`src/rtl/dram_line_bridge_pkg.sv`:
```
// Shared types for the DRAM line bridge: FSM state encoding and line geometry.
// Latency: n/a (declarations only).
// Backpressure: n/a.
package dram_line_bridge_pkg;

    localparam int LINE_BITS  = 128;
    localparam int LINE_BYTES = 16;

    typedef enum logic [2:0] {
        ST_IDLE         = 3'd0,
        ST_ISSUE        = 3'd1,
        ST_WAIT_ACK     = 3'd2,
        ST_WAIT_DONE    = 3'd3,
        ST_DONE         = 3'd4,
        ST_RF_ISSUE     = 3'd5,
        ST_RF_WAIT_ACK  = 3'd6,
        ST_RF_WAIT_DONE = 3'd7
    } state_t;

endpackage

```
`src/rtl/dram_refresh_timer.sv`:
```
// Free-running refresh interval counter with a sticky "refresh due" flag.
// Latency: due rises combinationally on the wrap cycle, then stays set until clr.
// Backpressure: a wrap while already pending is absorbed (never queued twice).
//
// Ports: clk, rst_x (async active-low), clr (refresh completed), due (refresh owed).
module dram_refresh_timer #(
    parameter int CYCLES = 780
) (
    input  logic clk,
    input  logic rst_x,
    input  logic clr,
    output logic due
);

    localparam int CW = (CYCLES > 1) ? $clog2(CYCLES) : 1;

    logic [CW-1:0] cnt_q;
    logic          pending_q;
    logic          wrap;

    assign wrap = (cnt_q == CW'(CYCLES - 1));
    // The wrap cycle already counts as due, so a request arriving on that
    // very cycle loses to the refresh.
    assign due  = pending_q | wrap;

    always_ff @(posedge clk or negedge rst_x) begin
        if (!rst_x) begin
            cnt_q     <= '0;
            pending_q <= 1'b0;
        end else begin
            cnt_q <= wrap ? '0 : cnt_q + CW'(1);
            // A fresh wrap beats a simultaneous clear: that is a new interval.
            if (wrap)
                pending_q <= 1'b1;
            else if (clr)
                pending_q <= 1'b0;
        end
    end

endmodule

```
`src/rtl/dram_line_bridge.sv`:
```
// Splits 128-bit line reads/writes into BEATS sequential word commands on a narrow SDRAM port.
// Latency: read = BEATS x (issue + ack + done) + 2 cycles; fully masked write beats cost 1 cycle.
// Backpressure: commands wait for m_busy low; o_busy high while a line or refresh is in flight.
//
// Ports: clk / rst_x (async active-low); upstream i_rd_en, i_wr_en, i_addr, i_data, i_mask,
//        o_data, o_busy, o_init_calib_complete; downstream m_rd, m_wr, m_refresh, m_addr,
//        m_din, m_wmask, m_dout, m_busy, m_init_done.
// Build option: DRAM_BRIDGE_REFRESH_EN enables scheduled auto-refresh between lines.
module dram_line_bridge
    import dram_line_bridge_pkg::*;
#(
    parameter int DW             = 16,
    parameter int AW             = 22,
    parameter int REFRESH_CYCLES = 780
) (
    input  logic              clk,
    input  logic              rst_x,
    input  logic              i_rd_en,
    input  logic              i_wr_en,
    input  logic [31:0]       i_addr,
    input  logic [127:0]      i_data,
    input  logic [15:0]       i_mask,
    output logic [127:0]      o_data,
    output logic              o_busy,
    output logic              o_init_calib_complete,
    output logic              m_rd,
    output logic              m_wr,
    output logic              m_refresh,
    output logic [AW-1:0]     m_addr,
    output logic [DW-1:0]     m_din,
    output logic [DW/8-1:0]   m_wmask,
    input  logic [DW-1:0]     m_dout,
    input  logic              m_busy,
    input  logic              m_init_done
);

    localparam int BEATS = LINE_BITS / DW;
    localparam int BB    = $clog2(BEATS);
    localparam int MB    = DW / 8;
    localparam int LB    = $clog2(MB);
    localparam int DWL   = $clog2(DW);
    localparam int AHI   = AW + LB - 1;   // top byte-address bit that reaches m_addr
    localparam int RW    = AW - BB;       // line-address bits kept in the request latch

    state_t          state_q, state_d;
    logic [BB-1:0]   beat_q;
    logic            is_rd_q;
    logic [RW-1:0]   addr_q;
    logic [127:0]    line_q;
    logic [15:0]     mask_q;
    logic [127:0]    shadow_q;

    logic [6:0]      bit_base;
    logic [3:0]      byte_base;
    logic [MB-1:0]   beat_mask;
    logic            beat_skip;
    logic            last_beat;
    logic            refresh_due;
    logic            refresh_clr;

    logic            take_req;
    logic            take_rf;
    logic            issue_fire;
    logic            rf_fire;
    logic            beat_done;
    logic            beat_adv;
    logic            line_done;

    logic            unused_addr_bits;
    assign unused_addr_bits = ^{i_addr[31:AHI+1], i_addr[3:0]};

    // beat * DW and beat * MB without a multiplier: the beat index is the
    // upper bits of a 7-bit line bit offset.
    assign bit_base  = {beat_q, {DWL{1'b0}}};
    assign byte_base = bit_base[6:3];
    assign beat_mask = mask_q[byte_base +: MB];
    assign beat_skip = !is_rd_q && (&beat_mask);
    assign last_beat = (beat_q == BB'(BEATS - 1));

    // Downstream address/data come straight from the latched request and beat,
    // so they stay put from the command pulse until the beat completes.
    assign m_addr  = {addr_q, beat_q};
    assign m_din   = line_q[bit_base +: DW];
    assign m_wmask = beat_mask;

    assign o_init_calib_complete = m_init_done;
    assign refresh_clr           = (state_q == ST_RF_WAIT_DONE) && !m_busy;

`ifdef DRAM_BRIDGE_REFRESH_EN
    dram_refresh_timer #(
        .CYCLES (REFRESH_CYCLES)
    ) u_refresh_timer (
        .clk   (clk),
        .rst_x (rst_x),
        .clr   (refresh_clr),
        .due   (refresh_due)
    );
`else
    logic unused_refresh_cfg;
    assign unused_refresh_cfg = (REFRESH_CYCLES != 0) ^ refresh_clr;
    assign refresh_due        = 1'b0;
`endif

    // State register.
    always_ff @(posedge clk or negedge rst_x) begin
        if (!rst_x)
            state_q <= ST_IDLE;
        else
            state_q <= state_d;
    end

    // Next-state logic.
    always_comb begin
        state_d = state_q;
        case (state_q)
            ST_IDLE: begin
                if (m_init_done) begin
                    if (refresh_due)
                        state_d = ST_RF_ISSUE;
                    else if (i_rd_en || i_wr_en)
                        state_d = ST_ISSUE;
                end
            end
            ST_ISSUE: begin
                if (beat_skip)
                    state_d = last_beat ? ST_DONE : ST_ISSUE;
                else if (!m_busy)
                    state_d = ST_WAIT_ACK;
            end
            ST_WAIT_ACK:     if (m_busy)  state_d = ST_WAIT_DONE;
            ST_WAIT_DONE:    if (!m_busy) state_d = last_beat ? ST_DONE : ST_ISSUE;
            ST_DONE:         state_d = ST_IDLE;
            ST_RF_ISSUE:     if (!m_busy) state_d = ST_RF_WAIT_ACK;
            ST_RF_WAIT_ACK:  if (m_busy)  state_d = ST_RF_WAIT_DONE;
            ST_RF_WAIT_DONE: if (!m_busy) state_d = ST_IDLE;
            default:         state_d = ST_IDLE;
        endcase
    end

    // Per-state strobes driving the datapath.
    always_comb begin
        take_req   = 1'b0;
        take_rf    = 1'b0;
        issue_fire = 1'b0;
        rf_fire    = 1'b0;
        beat_done  = 1'b0;
        beat_adv   = 1'b0;
        line_done  = 1'b0;
        case (state_q)
            ST_IDLE: begin
                take_rf  = m_init_done && refresh_due;
                take_req = m_init_done && !refresh_due && (i_rd_en || i_wr_en);
            end
            ST_ISSUE: begin
                issue_fire = !beat_skip && !m_busy;
                beat_adv   = beat_skip;
            end
            ST_WAIT_DONE: begin
                beat_done = !m_busy;
                beat_adv  = !m_busy;
            end
            ST_DONE:     line_done = 1'b1;
            ST_RF_ISSUE: rf_fire   = !m_busy;
            default: ;
        endcase
    end

    // Datapath: request latch, beat counter, shadow line and command pulses.
    always_ff @(posedge clk or negedge rst_x) begin
        if (!rst_x) begin
            beat_q   <= '0;
            is_rd_q  <= 1'b0;
            addr_q   <= '0;
            line_q   <= '0;
            mask_q   <= '0;
            shadow_q <= '0;
            o_data   <= '0;
            o_busy   <= 1'b0;
            m_rd     <= 1'b0;
            m_wr     <= 1'b0;
        end else begin
            m_rd <= issue_fire && is_rd_q;
            m_wr <= issue_fire && !is_rd_q;

            if (take_req) begin
                is_rd_q <= i_rd_en;   // read wins when both are raised
                addr_q  <= i_addr[AHI:4];
                line_q  <= i_data;
                mask_q  <= i_mask;
                beat_q  <= '0;
                o_busy  <= 1'b1;
            end
            if (take_rf)
                o_busy <= 1'b1;

            if (beat_done && is_rd_q)
                shadow_q[bit_base +: DW] <= m_dout;
            if (beat_adv && !last_beat)
                beat_q <= beat_q + BB'(1);

            if (line_done) begin
                if (is_rd_q)
                    o_data <= shadow_q;
                o_busy <= 1'b0;
            end
            if (refresh_clr)
                o_busy <= 1'b0;
        end
    end

`ifdef DRAM_BRIDGE_REFRESH_EN
    always_ff @(posedge clk or negedge rst_x) begin
        if (!rst_x)
            m_refresh <= 1'b0;
        else
            m_refresh <= rf_fire;
    end
`else
    logic unused_rf_fire;
    assign unused_rf_fire = rf_fire;
    assign m_refresh      = 1'b0;
`endif

endmodule

```
`config.mk`:
```
export PLATFORM = sky130hd
export DESIGN_NAME = dram_line_bridge
export DESIGN_NICKNAME = d
export VERILOG_FILES = /design/src/rtl/dram_line_bridge_pkg.sv /design/src/rtl/dram_refresh_timer.sv /design/src/rtl/dram_line_bridge.sv
export SDC_FILE = /design/constraint.sdc
export NUM_CORES = 1
export LEC_CHECK = 0
export ABC_AREA = 1
export CAP_MARGIN = 30
export CORE_ASPECT_RATIO = 1.2
export CORE_MARGIN = 10
export CORE_UTILIZATION = 35
export CTS_CLUSTER_DIAMETER = 120
export DETAILED_ROUTE_END_ITERATION = 16
export PLACE_DENSITY = 0.59
export SLEW_MARGIN = 30
export SYNTH_ARGS = -nofsm -noshare
export SYNTH_HDL_FRONTEND = slang
export SYNTH_HIERARCHICAL = 1
export SYNTH_SLANG_ARGS = --single-unit
```
`constraint.sdc`:
```
create_clock -name clk -period 3.2 [get_ports clk]
set_input_delay 0.48 -clock clk [delete_from_list [all_inputs] [get_ports clk]]
set_output_delay 0.48 -clock clk [all_outputs]
set_load 0.005 [all_outputs]
```
* Word-level counts from Yosys, hierarchy flattened
Cells that the tools add are included.
** Operators by class
- $add $sub $neg :: 2
- Shifts and indexed selects :: 4
- Multiplexer cells :: 22
- Equality and inequality tests :: 16
- Reduce and logical (&&, ||, !) cells :: 19
** Operator list (count)
- $bwmux W128 :: 1
- $shift A16 B9 Y128 const A :: 1
- $shiftx A128 B8 Y16 :: 1
- $shiftx A16 B9 Y128 :: 1
- $mux W3 :: 12
- $pmux W3 S8 :: 1
- $shiftx A16 B5 Y2 :: 1
- $eq A3 B3 Y1 const B :: 5
- $ne A2 B2 Y1 const B :: 7
- $neg A7 Y9 :: 1
- $logic_and A1 B1 Y1 :: 8
- $reduce_and A8 Y1 :: 1
- $mux W1 :: 7
- $eq A3 B2 Y1 const B :: 2
- $logic_not A1 Y1 :: 4
- $reduce_and A2 Y1 :: 2
- $add A3 B1 Y3 const B :: 1
- $eq A3 B1 Y1 const B :: 1
- $logic_not A3 Y1 :: 1
- $ne A3 B3 Y1 const B :: 1
- $reduce_bool A3 Y1 :: 1
- $pmux W1 S2 :: 1
- $reduce_bool A2 Y1 :: 1
- $logic_or A1 B1 Y1 :: 1
** Word-level totals
- Word-level logic and storage cells :: 74
- Bits in registers :: 429
- Output and inout port bits :: 173
- Input bits :: 198

* Depth between registers and ports, before layout
Gate-level depths: netlist of the first run.
- Depth after elaboration :: 7
- Gate-level depth with buffers :: 13
- Depth with buffers taken out :: 12

* Worst setup path before layout of the first run
Ideal clock, no wire load.
- Kind :: flip-flop to flip-flop
- From :: reg beat_q[0]
- To :: reg shadow_q[36]
- Path buffers :: 4
- Data required time :: 3.075 ns
- Stages on the path, launching flop included :: 12
- Arrival :: 2.576 ns
- Path slack :: 0.499 ns
- Clock period less this slack :: 2.701 ns
- Setup time :: 0.125 ns
- Cells stage by stage :: dfrtp_1 > inv_2 > buf_4 > buf_2 > clkbuf_1 > ha_1 > ha_1 > inv_1 > nor2_1 > nand3_2 > buf_4 > mux2_4
** Between the ends
- Longest elaborated chain between the ends :: 3
- Elaborated cells on any way between the ends :: 4
- Classes of those cells :: 1 x add/sub; 2 x shift; 1 x mux
** RTL lines
- start, declared :: line dram_line_bridge.sv:46 : logic [BB-1:0] beat_q;
- start signal, assigned :: line dram_line_bridge.sv:199 : beat_q <= beat_q + BB'(1);
- $neg A7 Y9 (*) :: line dram_line_bridge.sv:197 : shadow_q[bit_base +: DW] <= m_dout;
- $shiftx A16 B9 Y128 / $shift A16 B9 Y128 (equally long branches) :: line dram_line_bridge.sv:197
- $bwmux W128 (*) :: line dram_line_bridge.sv:197
- end signal, assigned by index :: line dram_line_bridge.sv:197
- end, declared :: line dram_line_bridge.sv:51 : logic [127:0] shadow_q;
Every way passes the cells marked *; elsewhere a longest branch is shown, timed or not.
A chain may end at the register's enable or synchronous reset.

* Worst setup path after layout of the first run
- From :: reg beat_q[0]
- To :: out m_din[4]
** Between the ends
- Longest elaborated chain between the ends :: 1
** RTL lines
- $shiftx A128 B8 Y16 :: line dram_line_bridge.sv:83 : assign m_din = line_q[bit_base +: DW];
- end, declared :: line dram_line_bridge.sv:30 : output logic [DW-1:0] m_din,
No other way between the ends.

==> results of run 1 <==
## power groups by stage
stage | registers, uW | logic, uW | clock network (uW)
floorplan | 7080 | 3040 | 0
global placement | 7210 | 5620 | 0
detailed placement | 7250 | 5680 | 0
CTS | 7200 | 5880 | 5660
global route | 7320 | 6460 | 5860
finish | 7190 | 5780 | 5510
## worst paths after layout
check	depth (start not counted)	endpoint	slack (ns)
worst max-delay path	6	m_din[4]	0.1
worst min-delay path	3	addr_q[1]	0.45
worst max register to register	9	shadow_q[0]	0.45
worst min register to register	2	line_q[57]	0.47
max in group asynchronous	3	line_q[46]	1.72
min in group asynchronous	2	shadow_q[112]	0.49
## cell usage in the layout, fill, tap and decap left out, types with 2 or more instances in the layout
master / Yosys / layout
a31oi_1: 16 / 16
buf_12: 0 / 13
buf_16: 0 / 3
buf_4: 16 / 35
bufinv_16: 0 / 5
clkbuf_1: 57 / 9
clkbuf_16: 0 / 47
clkbuf_8: 0 / 8
clkdlybuf4s50_1: 0 / 344
clkinv_2: 0 / 11
clkinv_4: 0 / 3
clkinv_8: 0 / 2
dfrtp_1: 429 / 427
dlygate4sd2_1: 0 / 4
dlymetal6s2s_1: 0 / 7
ha_1: 6 / 6
inv_1: 58 / 58
mux2_2: 132 / 132
mux2_4: 2 / 2
nand2_1: 655 / 655
nand3_1: 21 / 21
nand3_2: 4 / 4
nand4_1: 32 / 32
nand4_2: 3 / 3
nor2_1: 128 / 127
nor3_1: 20 / 19
nor3_2: 1 / 2
o21ai_0: 187 / 184
o21ai_1: 18 / 21
o22ai_1: 17 / 5
o22ai_2: 0 / 12
## registers in the layout (all words and copies together) (netlist names), 3 cells and up
signal,flops
line_q,128
shadow_q,128
state_q,3
addr_q,19
mask_q,16
o_data,128
beat_q,3
## cells by family after synthesis
logic type / Yosys count / synth area share
AOI/OAI and AO/OA: 240 / 0.06992
adders and majority gates: 6 / 0.004208
buffers and inverters: 179 / 0.04376
DFF: 429 / 0.6017
muxes: 134 / 0.08500
other: 1 / 0.0002102
and+or+nand+nor: 868 / 0.1952
## area by class of cell
class | count | area (sq um) | area share
clock inverters | 20 | 255.2 | 0.01064
multi-input cells | 1249 | 6412 | 0.2672
well taps | 644 | 805.8 | 0.03358
inverters | 63 | 256.5 | 0.01069
flip-flops and latches | 429 | 10740 | 0.4475
clock buffers | 64 | 1320 | 0.05501
repair buffers | 409 | 4208 | 0.1753
## routing by layer
layer  vias to the layer above  GRT usage
met2                       424     0.3151
met4                         4    0.05881
met5                         -          0
li1                       6710          -
met3                        81    0.05396
met1                      6846     0.2140
## what timing repair did
item	in CTS	in global routing
cloned	2	0
buffers inserted	0	1
resized for setup	27	12
hold endpoints to repair	68	0
hold buffers	1	0
pin swaps	4	0
setup endpoints to repair	16	12
## critical path, cell delays in order, from the launching register on
cell	delay, ns
dfrtp_4	0.55
buf_16	0.21
o21ai_0	0.11
o22ai_1	0.34
nor2_1	0.11
a31oi_1	0.16
clkdlybuf4s50_1	0.55
## metrics by stage
| stage | cell area [sq um] | power (uW) | utilization |
|---|---|---|---|
| floorplan | 17840 | 10120 | - |
| global placement | 22210 | 12830 | 0.4412 |
| detailed placement | 22210 | 12930 | 0.4412 |
| CTS | 23960 | 18740 | 0.4760 |
| global route | 24000 | 19640 | 0.4768 |
| finish | 24000 | 18490 | 0.4768 |
==> impl_metrics.env, run 1 <==
export IMPL_ios=371
export IMPL_yosys_area_top_type="dfrtp_1"
export IMPL_route_met2_wl_um=27510
export IMPL_final_instance_count_excl_fill=2878
export IMPL_drtIter0Drc=957
export IMPL_fin_crit_ns=3.104
export IMPL_hp_class="in -> reg"
export IMPL_irDropWorstVdd_uv=429.6
export IMPL_outcome="completed"
export IMPL_routed_top_layer="met5"
export IMPL_critPathMaxFanout=26
export IMPL_yosysSeqAreaShare=0.6017
export IMPL_cts_max_path_buffers=3
export IMPL_cp_start_kind="flip-flop"
export IMPL_drc=0
export IMPL_die_width_um=226.1
export IMPL_first_pass_iters=5
export IMPL_power_leakage_uw=0.01149
export IMPL_fmax_mhz=322.2
export IMPL_power_per_cell_area_nw_per_um2=770.4
export IMPL_vias_per_cell=4.887
export IMPL_p_sw_uw=6391
export IMPL_syn_instance_count=1857
export IMPL_met3_length_um=4394
export IMPL_antennaDiodeCount=0
export IMPL_syn_cell_area_sq_um=17840
export IMPL_arrival_ns=2.62
export IMPL_grt_max_degree=104
export IMPL_synth_main_ff_cell="dfrtp_1"
export IMPL_tns_ns=0
export IMPL_globalRoute_totalOverflow=0
export IMPL_grt_util_all_layers=0.1828
export IMPL_yosys_top_cells_area="dfrtp_1, nand2_1, mux2_2, o21ai_0, nor2_1"
export IMPL_numCtsBuffers=47
export IMPL_timing_final_crit_share=0.9699
export IMPL_postLayoutSetupSlackWorst_ns=0.09634
export IMPL_cts_root_buf="clkbuf_16"
export IMPL_n_fill_cell=4730
export IMPL_wl_met1_um=22150
export IMPL_p_sw_frac=0.3457
export IMPL_synthArstFlopShare=1.000
export IMPL_die_h_um=267.3
export IMPL_rows=90
export IMPL_pwr_share_seq=0.389
export IMPL_finalWirelength_um=55670
export IMPL_max_slew_margin=0.5092
export IMPL_end_kind="output pin"
export IMPL_placed_cells=2790
export IMPL_final_antenna_net_count=0
export IMPL_area_growth_synth_to_final_pct=34.51
export IMPL_synth_edf_count=0
export IMPL_clkPwrFrac=0.298
export IMPL_synth_top_area_frac=0.6017
export IMPL_htreeDepth=2
export IMPL_path_class="reg -> out"
export IMPL_final_setup_viol_count=0
export IMPL_min_delay_start="i_addr[5]"
export IMPL_p_int_uw=12100
export IMPL_route_vias_total=14070
export IMPL_syn_num_nets=2061
export IMPL_grt_pass1_wl_um=86150
export IMPL_clk_pin_slew_worst_paths_ns=0.06
export IMPL_r2r_start="beat_q[0]"
export IMPL_preCtsSetupSlack_ns=0.1695
export IMPL_wire_per_inst_um=19.34
export IMPL_antenna_found_initial=2
export IMPL_synth_warnings=6
export IMPL_dieArea_sq_um=60440
export IMPL_cts_sinks=429
export IMPL_gp_congestion=0.8397
export IMPL_dp_final_hpwl_um=39700
export IMPL_avgSynthCellArea_sq_um=9.607
export IMPL_grt_pass1_vias=14770
export IMPL_timing_hold_ws_ns=0.4490
export IMPL_portBuffers=356
export IMPL_finalClockSkew_ns=0.02171
export IMPL_power_frac_comb=0.313
export IMPL_ys_types=30
export IMPL_initial_core_util=0.3544
export IMPL_drive_above_1_share=0.1316
export IMPL_cts_tree="yes"
export IMPL_drv_cap=0
export IMPL_required_ns=2.72
export IMPL_design_core_area_sq_um=50340
export IMPL_synth_most_common_cell="nand2_1"
export IMPL_yosys_register_bits=429
export IMPL_slew_violations=0
export IMPL_finalNetCount=2403
export IMPL_clk_latency_ns=0.58
export IMPL_final_hold_viol_count=0
export IMPL_worst_pin_slew_ns=0.7344
export IMPL_crit_path_start="beat_q[0]"
export IMPL_synthTopCellsByCount="nand2_1, dfrtp_1, o21ai_0"
(Power assumes the default switching activity.)
==> run 2, diff against run 1 <==
--- a/config.mk
+++ b/config.mk
@@ -9,10 +9,11 @@
 export CAP_MARGIN = 30
 export CORE_ASPECT_RATIO = 1.2
 export CORE_MARGIN = 10
-export CORE_UTILIZATION = 35
+export CORE_UTILIZATION = 38
 export CTS_CLUSTER_DIAMETER = 120
 export DETAILED_ROUTE_END_ITERATION = 16
-export PLACE_DENSITY = 0.59
+export HOLD_SLACK_MARGIN = 0.12
+export PLACE_DENSITY = 0.63
 export SLEW_MARGIN = 30
 export SYNTH_ARGS = -nofsm -noshare
 export SYNTH_HDL_FRONTEND = slang
==> run 2 against run 1 <==
Compared with the run above:
- design area down 0.73%
- non-clock buffer count fell by 9
- combinational power decreased by 2%
- core utilization increased by 3.9 points
- critical path type unchanged
==> impl_metrics.env, run 2 (same netlist as run 1, synthesis figures left out) <==
export IMPL_outcome="completed"
export IMPL_required_ns=2.72
export IMPL_timing_final_crit_share=0.9650
export IMPL_pwr_share_seq=0.392
export IMPL_endpoint="m_din[10]"
export IMPL_finalNetCount=2391
export IMPL_cp_start_kind="flip-flop"
export IMPL_final_setup_viol_count=0
export IMPL_clkPwrFrac=0.299
export IMPL_crit_path_start="beat_q[0]"
export IMPL_post_route_util=0.5161
export IMPL_clk_pin_slew_worst_paths_ns=0.06
export IMPL_p_int_uw=12040
export IMPL_cts_root_buf="clkbuf_16"
export IMPL_slew_violations=0
export IMPL_max_slew_margin=0.4984
export IMPL_postLayoutSetupSlackWorst_ns=0.1120
export IMPL_gp_congestion=0.8740
export IMPL_path_class="reg -> out"
export IMPL_finalClockSkew_ns=0.01534
export IMPL_die_width_um=217.8
export IMPL_cts_tree="yes"
export IMPL_antenna_found_initial=9
export IMPL_rows=86
export IMPL_die_h_um=257.4
export IMPL_end_kind="output pin"
export IMPL_tns_ns=0
export IMPL_grt_util_all_layers=0.1929
export IMPL_worst_pin_slew_ns=0.7467
export IMPL_dieArea_sq_um=56050
export IMPL_cts_max_path_buffers=3
export IMPL_vias_per_cell=4.912
export IMPL_portBuffers=356
export IMPL_power_per_cell_area_nw_per_um2=769.1
export IMPL_dp_final_hpwl_um=39140
export IMPL_final_instance_count_excl_fill=2840
export IMPL_final_antenna_net_count=0
export IMPL_wire_per_inst_um=19.30
export IMPL_htreeDepth=2
export IMPL_top_regs="line_q: 128 flops, o_data: 128 flops, shadow_q: 128 flops"
export IMPL_final_cell_mix="nand2_1, dfrtp_1, clkdlybuf4s50_1, o21ai_0, mux2_2"
export IMPL_globalRoute_totalOverflow=0
export IMPL_initial_core_util=0.3865
export IMPL_grt_pass1_vias=14440
export IMPL_grt_max_degree=101
export IMPL_grt_pass1_wl_um=85100
export IMPL_p_sw_frac=0.3429
export IMPL_fin_crit_ns=3.088
export IMPL_reg2reg_to="shadow_q[50]"
export IMPL_first_pass_iters=5
export IMPL_placed_cells=2755
export IMPL_rr_worst_depth=7
export IMPL_preCtsSetupSlack_ns=0.3200
export IMPL_reg2reg_slack_ns=0.33
export IMPL_clk_latency_ns=0.58
export IMPL_area_growth_synth_to_final_pct=33.53
export IMPL_final_common_cell="nand2_1"
export IMPL_p_sw_uw=6282
export IMPL_grt_setup_unrepaired="no"
export IMPL_cts_sinks=429
export IMPL_power_frac_comb=0.309
export IMPL_numCtsBuffers=44
export IMPL_drtIter0Drc=890
export IMPL_irDropWorstVdd_uv=513.9
export IMPL_critPathMaxFanout=38
export IMPL_arrival_ns=2.61
export IMPL_hp_class="in -> async"
export IMPL_r2r_start="beat_q[0]"
export IMPL_power_leakage_uw=0.01136
export IMPL_design_core_area_sq_um=46160
export IMPL_drc=0
export IMPL_route_vias_total=13950
export IMPL_drv_cap=0
export IMPL_finalWirelength_um=54810
export IMPL_fmax_mhz=323.8
export IMPL_drive_above_1_share=0.1274
export IMPL_final_hold_viol_count=0
export IMPL_ios=371
export IMPL_cts_setup_buffers=0
[run 2: changes by cell type in the layout (fill, tap and decap cells not counted), moves of 3 or more]
cell / delta
diode_2: +3
clkdlybuf4s50_1: +8
o21ai_0: +3
clkbuf_1: -5
dlygate4sd2_1: -4
o21ai_1: -3
o22ai_2: -5
o22ai_1: +5
buf_4: -7
clkinvlp_4: +3
clkbuf_8: +4
dlymetal6s2s_1: -4
[run 2: layout make-up]
type | count | area [sq um]
diodes | 3 | 7.507
multi-input cells | 1249 | 6390
repair buffers | 400 | 4099
clock buffers | 61 | 1306
well taps | 616 | 770.7
fillers | 4249 | 22340
clock inverters | 19 | 261.5
inverters | 63 | 247.7
flip-flops and latches | 429 | 10740
[run 2: critical path, cell delays in order, from the launching register on]
cell and delay [ns]:
dfrtp_4 0.50, buf_16 0.23, o21ai_0 0.14, o22ai_2 0.33, nor2_1 0.09, a31oi_1 0.19
clkdlybuf4s50_1 0.56
[run 2: what timing repair did]
action / CTS / global route
gates resized for setup: 12 / 7
hold endpoints to repair: 46 / 0
cloned: 1 / 0
endpoints found under the setup margin: 14 / 7
hold buffers: 1 / 0
[run 2: per-layer routing]
layer | global-route usage | wire [um]
met3 | 0.06538 | 4468
met5 | 0 | 77
met2 | 0.3260 | 26740
met4 | 0.05851 | 1496
met1 | 0.2269 | 22020
[run 2: stage by stage]
| step | hold WS, ns | total power (uW) | cell area [sq um] |
|---|---|---|---|
| after floorplan | 0.1844 | 10120 | 17840 |
| after global placement | 0.4489 | 12710 | 22120 |
| after detailed placement | 0.4480 | 12820 | 22120 |
| after CTS | 0.4037 | 18530 | 23790 |
| after global routing | 0.4297 | 19470 | 23820 |
| final | 0.4392 | 18320 | 23820 |
[run 2: power by group through the flow]
stage / Clock (uW) / Sequential (uW) / Combinational [uW]
finish: 5480 / 7180 / 5660
global route: 5840 / 7300 / 6330
CTS: 5600 / 7180 / 5750
detailed placement: 0 / 7240 / 5570
global placement: 0 / 7210 / 5490
floorplan: 0 / 7080 / 3040
[run 2: how the worst min path moves through the flow]
| stage | from | to | slack [ns] | depth (start not counted) |
|---|---|---|---|---|
| 2_1_floorplan | rst_x | addr_q[0] | 0.18 | 0 |
| 3_3_place_gp | rst_x | o_data[113] | 0.45 | 1 |
| 3_5_place_dp | rst_x | o_data[49] | 0.45 | 1 |
| 4_1_cts | i_data[23] | line_q[23] | 0.40 | 3 |
| 5_1_grt | i_data[23] | line_q[23] | 0.43 | 3 |
| 6_report | rst_x | o_data[49] | 0.44 | 2 |
==> run 3, diff against run 2 <==
--- a/config.mk
+++ b/config.mk
@@ -13,6 +13,7 @@
 export CTS_CLUSTER_DIAMETER = 120
 export DETAILED_ROUTE_END_ITERATION = 16
 export HOLD_SLACK_MARGIN = 0.12
+export MAX_ROUTING_LAYER = met4
 export PLACE_DENSITY = 0.63
 export SLEW_MARGIN = 30
 export SYNTH_ARGS = -nofsm -noshare
==> run 3 against run 2 <==
Compared with the run above:
- flip-flop and latch count unchanged
- clock-buffer cell count is 1 higher
- combinational power decreased by 1%
- total power fell by 1.4%
- non-clock buffer count shrank 6
- sequential power is essentially flat
- highest routed layer is now met4
- largest power group unchanged
- register-to-register slack better by 0.10 ns
- critical path depth unchanged
==> impl_metrics.env, run 3 (same netlist as run 1, synthesis figures left out) <==
export IMPL_antenna_found_initial=8
export IMPL_rr_worst_depth=9
export IMPL_placed_cells=2749
export IMPL_finalWirelength_um=54370
export IMPL_cts_max_path_buffers=3
export IMPL_wire_per_inst_um=19.17
export IMPL_worst_pin_slew_ns=0.7646
export IMPL_grt_pass1_wl_um=84010
export IMPL_cts_root_buf="clkbuf_16"
export IMPL_dieArea_sq_um=56050
export IMPL_grt_setup_unrepaired="no"
export IMPL_drive_above_1_share=0.1239
export IMPL_fin_crit_ns=3.062
export IMPL_final_setup_viol_count=0
export IMPL_gp_congestion=0.8446
export IMPL_met1_usage=0.2278
export IMPL_cts_setup_buffers=0
export IMPL_rows=86
export IMPL_portBuffers=356
export IMPL_irDropWorstVdd_uv=514.5
export IMPL_use_met3=0.06538
export IMPL_timing_hold_ws_ns=0.4520
export IMPL_final_antenna_net_count=0
export IMPL_htreeDepth=2
export IMPL_fmax_mhz=326.6
export IMPL_cp_start_kind="flip-flop"
export IMPL_drtIter0Drc=769
export IMPL_numCtsBuffers=44
export IMPL_top_regs="line_q: 128 flops, o_data: 128 flops, shadow_q: 128 flops"
export IMPL_area_growth_synth_to_final_pct=32.88
export IMPL_max_slew_margin=0.4903
export IMPL_grt_busiest_layer="met2"
export IMPL_grt_max_degree=160
export IMPL_slew_violations=0
export IMPL_cts_sinks=429
export IMPL_grt_util_all_layers=0.1963
export IMPL_globalRoute_totalOverflow=0
export IMPL_clk_latency_ns=0.57
export IMPL_required_ns=2.72
export IMPL_reg2reg_slack_ns=0.43
export IMPL_drv_cap=0
export IMPL_finalClockSkew_ns=0.02192
export IMPL_timing_final_crit_share=0.9568
export IMPL_arrival_ns=2.58
export IMPL_final_instance_count_excl_fill=2836
export IMPL_vias_per_cell=4.922
export IMPL_tns_ns=0
export IMPL_die_width_um=217.8
export IMPL_hp_class="in -> reg"
export IMPL_outcome="completed"
export IMPL_first_pass_iters=5
export IMPL_critPathMaxFanout=41
export IMPL_final_cell_mix="nand2_1, dfrtp_1, clkdlybuf4s50_1, o21ai_0, mux2_2"
export IMPL_clk_pin_slew_worst_paths_ns=0.06
export IMPL_initial_core_util=0.3865
export IMPL_path_class="reg -> out"
export IMPL_final_hold_viol_count=0
export IMPL_route_vias_total=13960
export IMPL_final_common_cell="nand2_1"
export IMPL_grt_pass1_vias=14460
export IMPL_dp_final_hpwl_um=38470
export IMPL_post_route_util=0.5136
export IMPL_use_met2=0.3218
export IMPL_cts_tree="yes"
export IMPL_hold_depth=3
export IMPL_ios=371
export IMPL_finalNetCount=2385
export IMPL_die_h_um=257.4
export IMPL_power_leakage_uw=0.01131
export IMPL_n_fill_cell=4211
export IMPL_power_per_cell_area_nw_per_um2=761.7
export IMPL_end_kind="output pin"
export IMPL_design_core_area_sq_um=46160
export IMPL_drc=0
[run 3: cell count changes in the layout (fill, tap and decap cells not counted), sizes merged]
cell / delta
bufbuf: -1
bufinv: -1
clkbuf: +3
clkinv: -1
inv: -1
clkinvlp: -2
buf: -7
clkdlybuf4s50: -2
diode: +6
dlygate4sd2: +1
dlymetal6s2s: +1
[run 3: path summary, 6_finish.rpt]
kind / from / to
min in group asynchronous: rst_x / shadow_q[115]
min reg2reg: line_q[19] / line_q[19]
max reg2reg: beat_q[0] / shadow_q[6]
min: i_data[36] / line_q[36]
max: beat_q[1] / m_din[13]
max in group asynchronous: rst_x / o_data[41]
[run 3: per-layer routing]
| metal | vias up | share of wire |
|---|---|---|
| met3 | 69 | 0.086 |
| met4 | 0 | 0.020 |
| met5 | - | 0 |
| met1 | 6806 | 0.40 |
| li1 | 6691 | - |
| met2 | 394 | 0.49 |
[run 3: power breakdown]
| group | internal (uW) | switching (uW) |
|---|---|---|
| registers | 6550 | 613 |
| clock network | 3160 | 2130 |
| logic | 2180 | 3430 |
| total | 11900 | 6170 |
[run 3: worst max-delay path, cell delays in order, from the launching register on]
cell and delay (ns):
dfrtp_2 0.37, clkbuf_8 0.34, o21ai_0 0.18, o22ai_2 0.29
nor2_1 0.07, a31oi_1 0.17, clkdlybuf4s50_1 0.58
[run 3: per-stage QoR]
stage          setup WS (ns)  total power (uW)  area [sq um]
6_report              0.1382             18060         23710
5_1_grt             0.002607             19280         23710
2_1_floorplan         0.4990             10120         17840
3_3_place_gp          0.2905             12680         22050
4_1_cts             0.003386             18260         23640
3_5_place_dp          0.2773             12780         22050
[run 3: area by class of cell]
type | instances | area, sq um | area share
repair buffers | 394 | 4038 | 0.1703
well taps | 616 | 770.7 | 0.03251
inverters | 63 | 246.5 | 0.01040
clock inverters | 14 | 187.7 | 0.007916
flip-flops and latches | 429 | 10740 | 0.4530
diodes | 9 | 22.52 | 0.0009500
clock buffers | 62 | 1309 | 0.05520
multi-input cells | 1249 | 6394 | 0.2697
[run 3: what timing repair did]
item / 4_1_cts / 5_1_grt
endpoints found under the setup margin: 15 / 9
pin swaps: 0 / 0
resized for setup: 17 / 8
hold buffers: 1 / 0
gates cloned: 0 / 1
hold endpoints to repair: 61 / 0
